### config.mk
export PLATFORM = sky130hd
export DESIGN_NAME = block_serial_subtractor_flat
export DESIGN_NICKNAME = d
export VERILOG_FILES = /design/src/rtl/block_serial_subtractor_pkg.sv /design/src/rtl/block_serial_subtractor_if.sv /design/src/rtl/block_subtract_bypass.sv /design/src/rtl/block_serial_subtractor.sv /design/src/flat_wrapper.sv
export SDC_FILE = /design/constraint.sdc
export NUM_CORES = 1
export LEC_CHECK = 0
export CAP_MARGIN = 20
export CORE_MARGIN = 3
export CORE_UTILIZATION = 55
export CTS_BUF_LIST = sky130_fd_sc_hd__clkbuf_8
export CTS_CLUSTER_DIAMETER = 120
export CTS_CLUSTER_SIZE = 20
export DETAILED_ROUTE_END_ITERATION = 10
export PLACE_DENSITY = 0.93
export REMOVE_ABC_BUFFERS = 1
export SLEW_MARGIN = 5
export SYNTH_ARGS = -nofsm -noshare
export SYNTH_HDL_FRONTEND = slang
export SYNTH_SLANG_ARGS = --single-unit
### constraint.sdc
create_clock -name clk -period 7.57 [get_ports clk]
set_clock_uncertainty 0.1 [all_clocks]
set_input_delay 1.514 -clock clk [delete_from_list [all_inputs] [get_ports clk]]
set_output_delay 1.514 -clock clk [all_outputs]
set_load 0.03 [all_outputs]
### src/rtl/block_serial_subtractor_pkg.sv
// Shared types and sizing helpers for the block-serial subtractor.
package block_serial_subtractor_pkg;

  // Controller states: waiting for a request, stepping blocks, presenting result.
  typedef enum logic [1:0] {
    IDLE = 2'd0,
    RUN  = 2'd1,
    DONE = 2'd2
  } state_t;

  // Number of N-bit blocks in a W-bit operand.
  function automatic int calc_m(input int w, input int n);
    return w / n;
  endfunction

  // Block counter width: $clog2(M) bits, never narrower than one bit.
  function automatic int cnt_w(input int m);
    return (m <= 2) ? 1 : $clog2(m);
  endfunction

endpackage

### src/rtl/block_serial_subtractor_if.sv
// Request/result bundle for the block-serial subtractor.
//
// Handshake: a request is taken on a rising edge where start = 1 and ready = 1;
// start while ready = 0 is dropped, not queued. The result has no back-pressure:
// done pulses for one cycle and diff/bout/ovf hold until the next done.
interface block_serial_subtractor_if #(
  parameter int W = 32
);
  logic         start;
  logic [W-1:0] a;
  logic [W-1:0] b;
  logic         bin;
  logic         ready;
  logic [W-1:0] diff;
  logic         bout;
  logic         ovf;
  logic         done;

  modport master (
    output start, a, b, bin,
    input  ready, diff, bout, ovf, done
  );

  modport slave (
    input  start, a, b, bin,
    output ready, diff, bout, ovf, done
  );
endinterface

### src/rtl/block_subtract_bypass.sv
// Combinational N-bit block subtractor with borrow bypass.
module block_subtract_bypass #(
  parameter int N = 4
) (
  input  logic [N-1:0] a_k,
  input  logic [N-1:0] b_k,
  input  logic         bin,
  output logic [N-1:0] diff_k,
  output logic         bout
);

  logic ripple_br;

  // Bit-ripple borrow chain across the block, LSB first.
  always_comb begin
    ripple_br = bin;
    diff_k    = '0;
    for (int i = 0; i < N; i++) begin
      diff_k[i] = a_k[i] ^ b_k[i] ^ ripple_br;
      ripple_br = (~a_k[i] & b_k[i]) | (~(a_k[i] ^ b_k[i]) & ripple_br);
    end
  end

  // Equal blocks pass the incoming borrow straight through.
  assign bout = (a_k == b_k) ? bin : ripple_br;

endmodule

### src/rtl/block_serial_subtractor.sv
// Block-serial subtractor: diff = a - b - bin, one N-bit block per clock, LSB first.
// Operands are captured into shift registers, so later input changes are ignored.
// Requires W > N (at least two blocks).
module block_serial_subtractor
  import block_serial_subtractor_pkg::*;
#(
  parameter int W = 32,
  parameter int N = 4
) (
  input  logic                          clk,
  input  logic                          rst,
  block_serial_subtractor_if.slave      bus,
  output state_t                        state_dbg
);

  localparam int M  = calc_m(W, N);
  localparam int CW = cnt_w(M);

  state_t         state;
  logic [CW-1:0]  k;
  logic           br;
  logic [W-1:0]   a_sh;
  logic [W-1:0]   b_sh;
  logic [W-N-1:0] res;
  logic           a_msb;
  logic           b_msb;
  logic [W-1:0]   diff_r;
  logic           bout_r;
  logic           ovf_r;
  logic           done_r;

  logic [N-1:0]   blk_diff;
  logic           blk_bout;

  block_subtract_bypass #(.N(N)) u_blk (
    .a_k    (a_sh[N-1:0]),
    .b_k    (b_sh[N-1:0]),
    .bin    (br),
    .diff_k (blk_diff),
    .bout   (blk_bout)
  );

  // Controller, operand shifters, result assembly and output registers.
  always_ff @(posedge clk) begin
    if (rst) begin
      state  <= IDLE;
      k      <= '0;
      br     <= 1'b0;
      a_sh   <= '0;
      b_sh   <= '0;
      res    <= '0;
      a_msb  <= 1'b0;
      b_msb  <= 1'b0;
      diff_r <= '0;
      bout_r <= 1'b0;
      ovf_r  <= 1'b0;
      done_r <= 1'b0;
    end else begin
      case (state)
        IDLE: begin
          done_r <= 1'b0;
          if (bus.start) begin
            a_sh  <= bus.a;
            b_sh  <= bus.b;
            br    <= bus.bin;
            a_msb <= bus.a[W-1];
            b_msb <= bus.b[W-1];
            k     <= '0;
            state <= RUN;
          end
        end
        RUN: begin
          a_sh <= a_sh >> N;
          b_sh <= b_sh >> N;
          br   <= blk_bout;
          k    <= k + CW'(1);
          if (k == CW'(M - 1)) begin
            // Last block: the full result is this block on top of the stored ones.
            diff_r <= {blk_diff, res};
            bout_r <= blk_bout;
            ovf_r  <= (a_msb != b_msb) && (blk_diff[N-1] != a_msb);
            done_r <= 1'b1;
            state  <= DONE;
          end else begin
            res <= {blk_diff, res[W-N-1:N]};
          end
        end
        DONE: begin
          done_r <= 1'b0;
          state  <= IDLE;
        end
        default: begin
          done_r <= 1'b0;
          state  <= IDLE;
        end
      endcase
    end
  end

  assign bus.ready = (state == IDLE);
  assign bus.diff  = diff_r;
  assign bus.bout  = bout_r;
  assign bus.ovf   = ovf_r;
  assign bus.done  = done_r;
  assign state_dbg = state;

endmodule

### src/flat_wrapper.sv
// flat-port wrapper written by rule: the top's interface ports become plain ports
module block_serial_subtractor_flat import block_serial_subtractor_pkg::*;
#(
  parameter int W = 32,
  parameter int N = 4
)
  (clk, rst, state_dbg, bus_start, bus_a, bus_b, bus_bin, bus_ready, bus_diff, bus_bout, bus_ovf, bus_done);
  block_serial_subtractor_if #(.W(W)) bus_i ();
  input  logic clk;
  input  logic rst;
  output state_t state_dbg;
  input wire logic [$bits(bus_i.start)-1:0] bus_start;
  input wire logic [$bits(bus_i.a)-1:0] bus_a;
  input wire logic [$bits(bus_i.b)-1:0] bus_b;
  input wire logic [$bits(bus_i.bin)-1:0] bus_bin;
  output wire logic [$bits(bus_i.ready)-1:0] bus_ready;
  output wire logic [$bits(bus_i.diff)-1:0] bus_diff;
  output wire logic [$bits(bus_i.bout)-1:0] bus_bout;
  output wire logic [$bits(bus_i.ovf)-1:0] bus_ovf;
  output wire logic [$bits(bus_i.done)-1:0] bus_done;
  assign bus_i.start = bus_start;
  assign bus_i.a = bus_a;
  assign bus_i.b = bus_b;
  assign bus_i.bin = bus_bin;
  assign bus_ready = bus_i.ready;
  assign bus_diff = bus_i.diff;
  assign bus_bout = bus_i.bout;
  assign bus_ovf = bus_i.ovf;
  assign bus_done = bus_i.done;
  block_serial_subtractor #(.W(W), .N(N)) u_core (.clk(clk), .rst(rst), .bus(bus_i), .state_dbg(state_dbg));
endmodule
==> flow_summary.ini <==
[drt]
drt-met1-wl_mm = 5.34
routed.top_layer = met4
antenna_left = 0
route.detailed.drc = 0
dr.pass1.iters = 5
wl_per_cell_um = 14.8
num_vias = 4978
totalWireLength_mm = 13.1
dr.first_iter.drc_count = 323
wl_met2_mm = 6.65
avgViaCountPerCell = 5.61
dr_wl_met3_um = 869

[grt]
antenna_found_initial = 0
grt_pass1_vias = 4672
grt_pass1_wl_mm = 21.4
grt_max_degree = 113
track_usage_pct = 22.9
grt_overflow = 0

[clocking]
clkSlewWorstSetupHoldPaths_ns = 0.07
cts_num_sinks = 135
ctsHoldBuffers = 0
numCtsBuffers = 17
cts_tree = built
post_cts_resized = 0
cts_max_level = 4
cts_setup_buffers = 0
clock_latency_ns = 0.43
root_buffer = clkbuf_8
ctsLongestPathBuffers = 2

[pwr]
p_leak_nw = 2.52
p_int_mw = 1.16
power_mw = 1.56
clkPwrFrac_pct = 37.8
peakVddDrop_mv = 0.132
swShare_pct = 26.0
combPwrFrac_pct = 13.0
powerDensity_mw_per_mm2 = 222
switching_power_mw = 0.406
p_seq_share_pct = 49.2

[final_layout]
layout-drive-gt1-share_pct = 9.80
antenna_cells = 0
mostFrequentLayoutCells = nand2_1 (206), dfxtp_1 (135), clkdlybuf4s50_1 (104)
nets = 821
layout_commonest_cell = nand2_1
synthToLayoutAreaGrowth_pct = 24.9
regArea_sq_mm = 0.00270
nFillCells = 710
multiInputGateArea_sq_mm = 0.00260

[worst_setup_path]
cpPeakStageDelay_ns = 0.75
critPathRequiredTime_ns = 5.96
r2r-start = u_core.a_sh[0]
crit_slowest_cell = clkdlybuf4s50_1
rrSetupSlack_ns = 4.73
r2r-end = u_core.bus.ovf
path_delay_family = buffers and inverters
arrival_ns = 1.73
reg2reg_depth = 9
path_buf_inv = 1
critPathKind = reg -> out
cp_max_fo = 11
crit_path_end_kind = output pin
crit_chain = clkdlybuf4s50_1
startpoint_type = flop

[sta]
fin_crit_sh_pct = 44.1
slew_viol_final = 0
period_needed_ns = 3.34
timing.hold.ws_ns = 0.357
timing.slew.headroom_pct = 30.5
grt_setup_unrepaired = false
hold_violations = 0
fmax_mhz = 299
setup_viol = 0
worstMarginPinSlew_ns = 1.04
setup_tns_ns = 0

[run_status]
status = finished clean

[floorplanning]
pin_count = 106
row_count = 36
dieHeight_um = 107
die-area_sq_mm = 0.0115
start_util_pct = 57.2
core-area_sq_mm = 0.00986
dieWidth_um = 107

[flow_run]
drv_cap = 0

[worst_hold_path]
worstHoldPathType = reg -> reg
min_to = u_core.bus.diff[16]
hp-start = u_core.bus.diff[16]
holdPathStages = 2

[place]
gp_congestion = 0.801
hpwl_mm = 8.18
io_buffers = 105

[synthesis]
syn_avg_cell_area_sq_um = 8.42
synth_cells = 670
synth_area_sq_mm = 0.00564
synth_seq_cells = 135
synth_flop_cell = dfxtp_1
synthArstFlopShare_pct = 0
yosys_warnings = 0
ys_types = 34
synth_edf_count = 0
ys_seq_area_share_pct = 47.9
[sequential cells by signal, indices dropped and copies added, names as in the netlist, 2 cells and up]
name	flops
u_core.a_sh	32
u_core.b_sh	32
u_core.bus.diff	32
u_core.k	3
u_core.res	28
u_core.state_dbg	2
[kinds of logic (layout without fill, tap and decap cells)]
logic type | after synthesis | in the layout | synth area share [%]
AND/OR/NAND/NOR | 296 | 296 | 20.7
AO/OA/AOI/OAI | 160 | 160 | 22.1
flip-flops | 135 | 135 | 47.9
buffers and inverters | 67 | 152 | 6.14
adder cells (fa/ha/maj) | 10 | 10 | 2.75
multiplexers | 2 | 2 | 0.377
[layer usage]
metal / up-vias / global-route usage [%]
met2: 206 / 38.7
met1: 2322 / 28.3
li1: 2421 / -
met5: - / 0
met4: 0 / 7.40
met3: 29 / 6.42
[synthesized netlist by cell type (all sizes together), types with 4 or more instances]
cell type  count  area [sq um]
fa             4          80.1
a21oi         62           310
ha             6          75.1
a311oi        56           678
buf           37           234
inv            9          33.8
nand2        206           773
nor2          74           278
clkbuf        21          78.8
dfxtp        135          2700
a211oi         4          30.0
o21ai         26           130
a22oi          7          52.6
[final cells by class]
class	count	area share, %
Tap cell	133	2.36
Multi-Input combinational cell	468	36.9
Inverter	9	0.479
Clock inverter	14	2.27
Timing Repair Buffer	112	16.3
Clock buffer	17	3.32
Sequential cell	135	38.3
[through the flow]
step | instances | worst slack, ns | instance area, sq um | utilization (%)
after floorplan | 612 | 4.65 | 5330 | -
after global placement | 854 | 4.00 | 6580 | 66.7
after detailed placement | 854 | 3.84 | 6580 | 66.7
after CTS | 885 | 4.20 | 6980 | 70.7
after global routing | 888 | 4.11 | 7050 | 71.4
final | 888 | 4.23 | 7050 | 71.4
[power by group through the flow]
stage | Combinational [mW] | Clock [mW] | Sequential, mW
floorplan | 0.115 | 0 | 0.780
global placement | 0.185 | 0 | 0.782
global route | 0.223 | 0.634 | 0.773
finish | 0.203 | 0.592 | 0.769
detailed placement | 0.196 | 0 | 0.784
CTS | 0.198 | 0.598 | 0.769
[worst max-delay path by stage]
stage                                    from               to  cells after the start
after floorplan                     bus_start  u_core.a_sh[26]                      3
after global placement              bus_start   u_core.b_sh[7]                      5
after detailed placement            bus_start   u_core.a_sh[4]                      5
after CTS                 u_core.state_dbg[1]     state_dbg[1]                      1
after global routing      u_core.state_dbg[1]     state_dbg[1]                      1
final                     u_core.state_dbg[1]     state_dbg[1]                      1
Note: power is estimated with default switching activity, not from simulation.
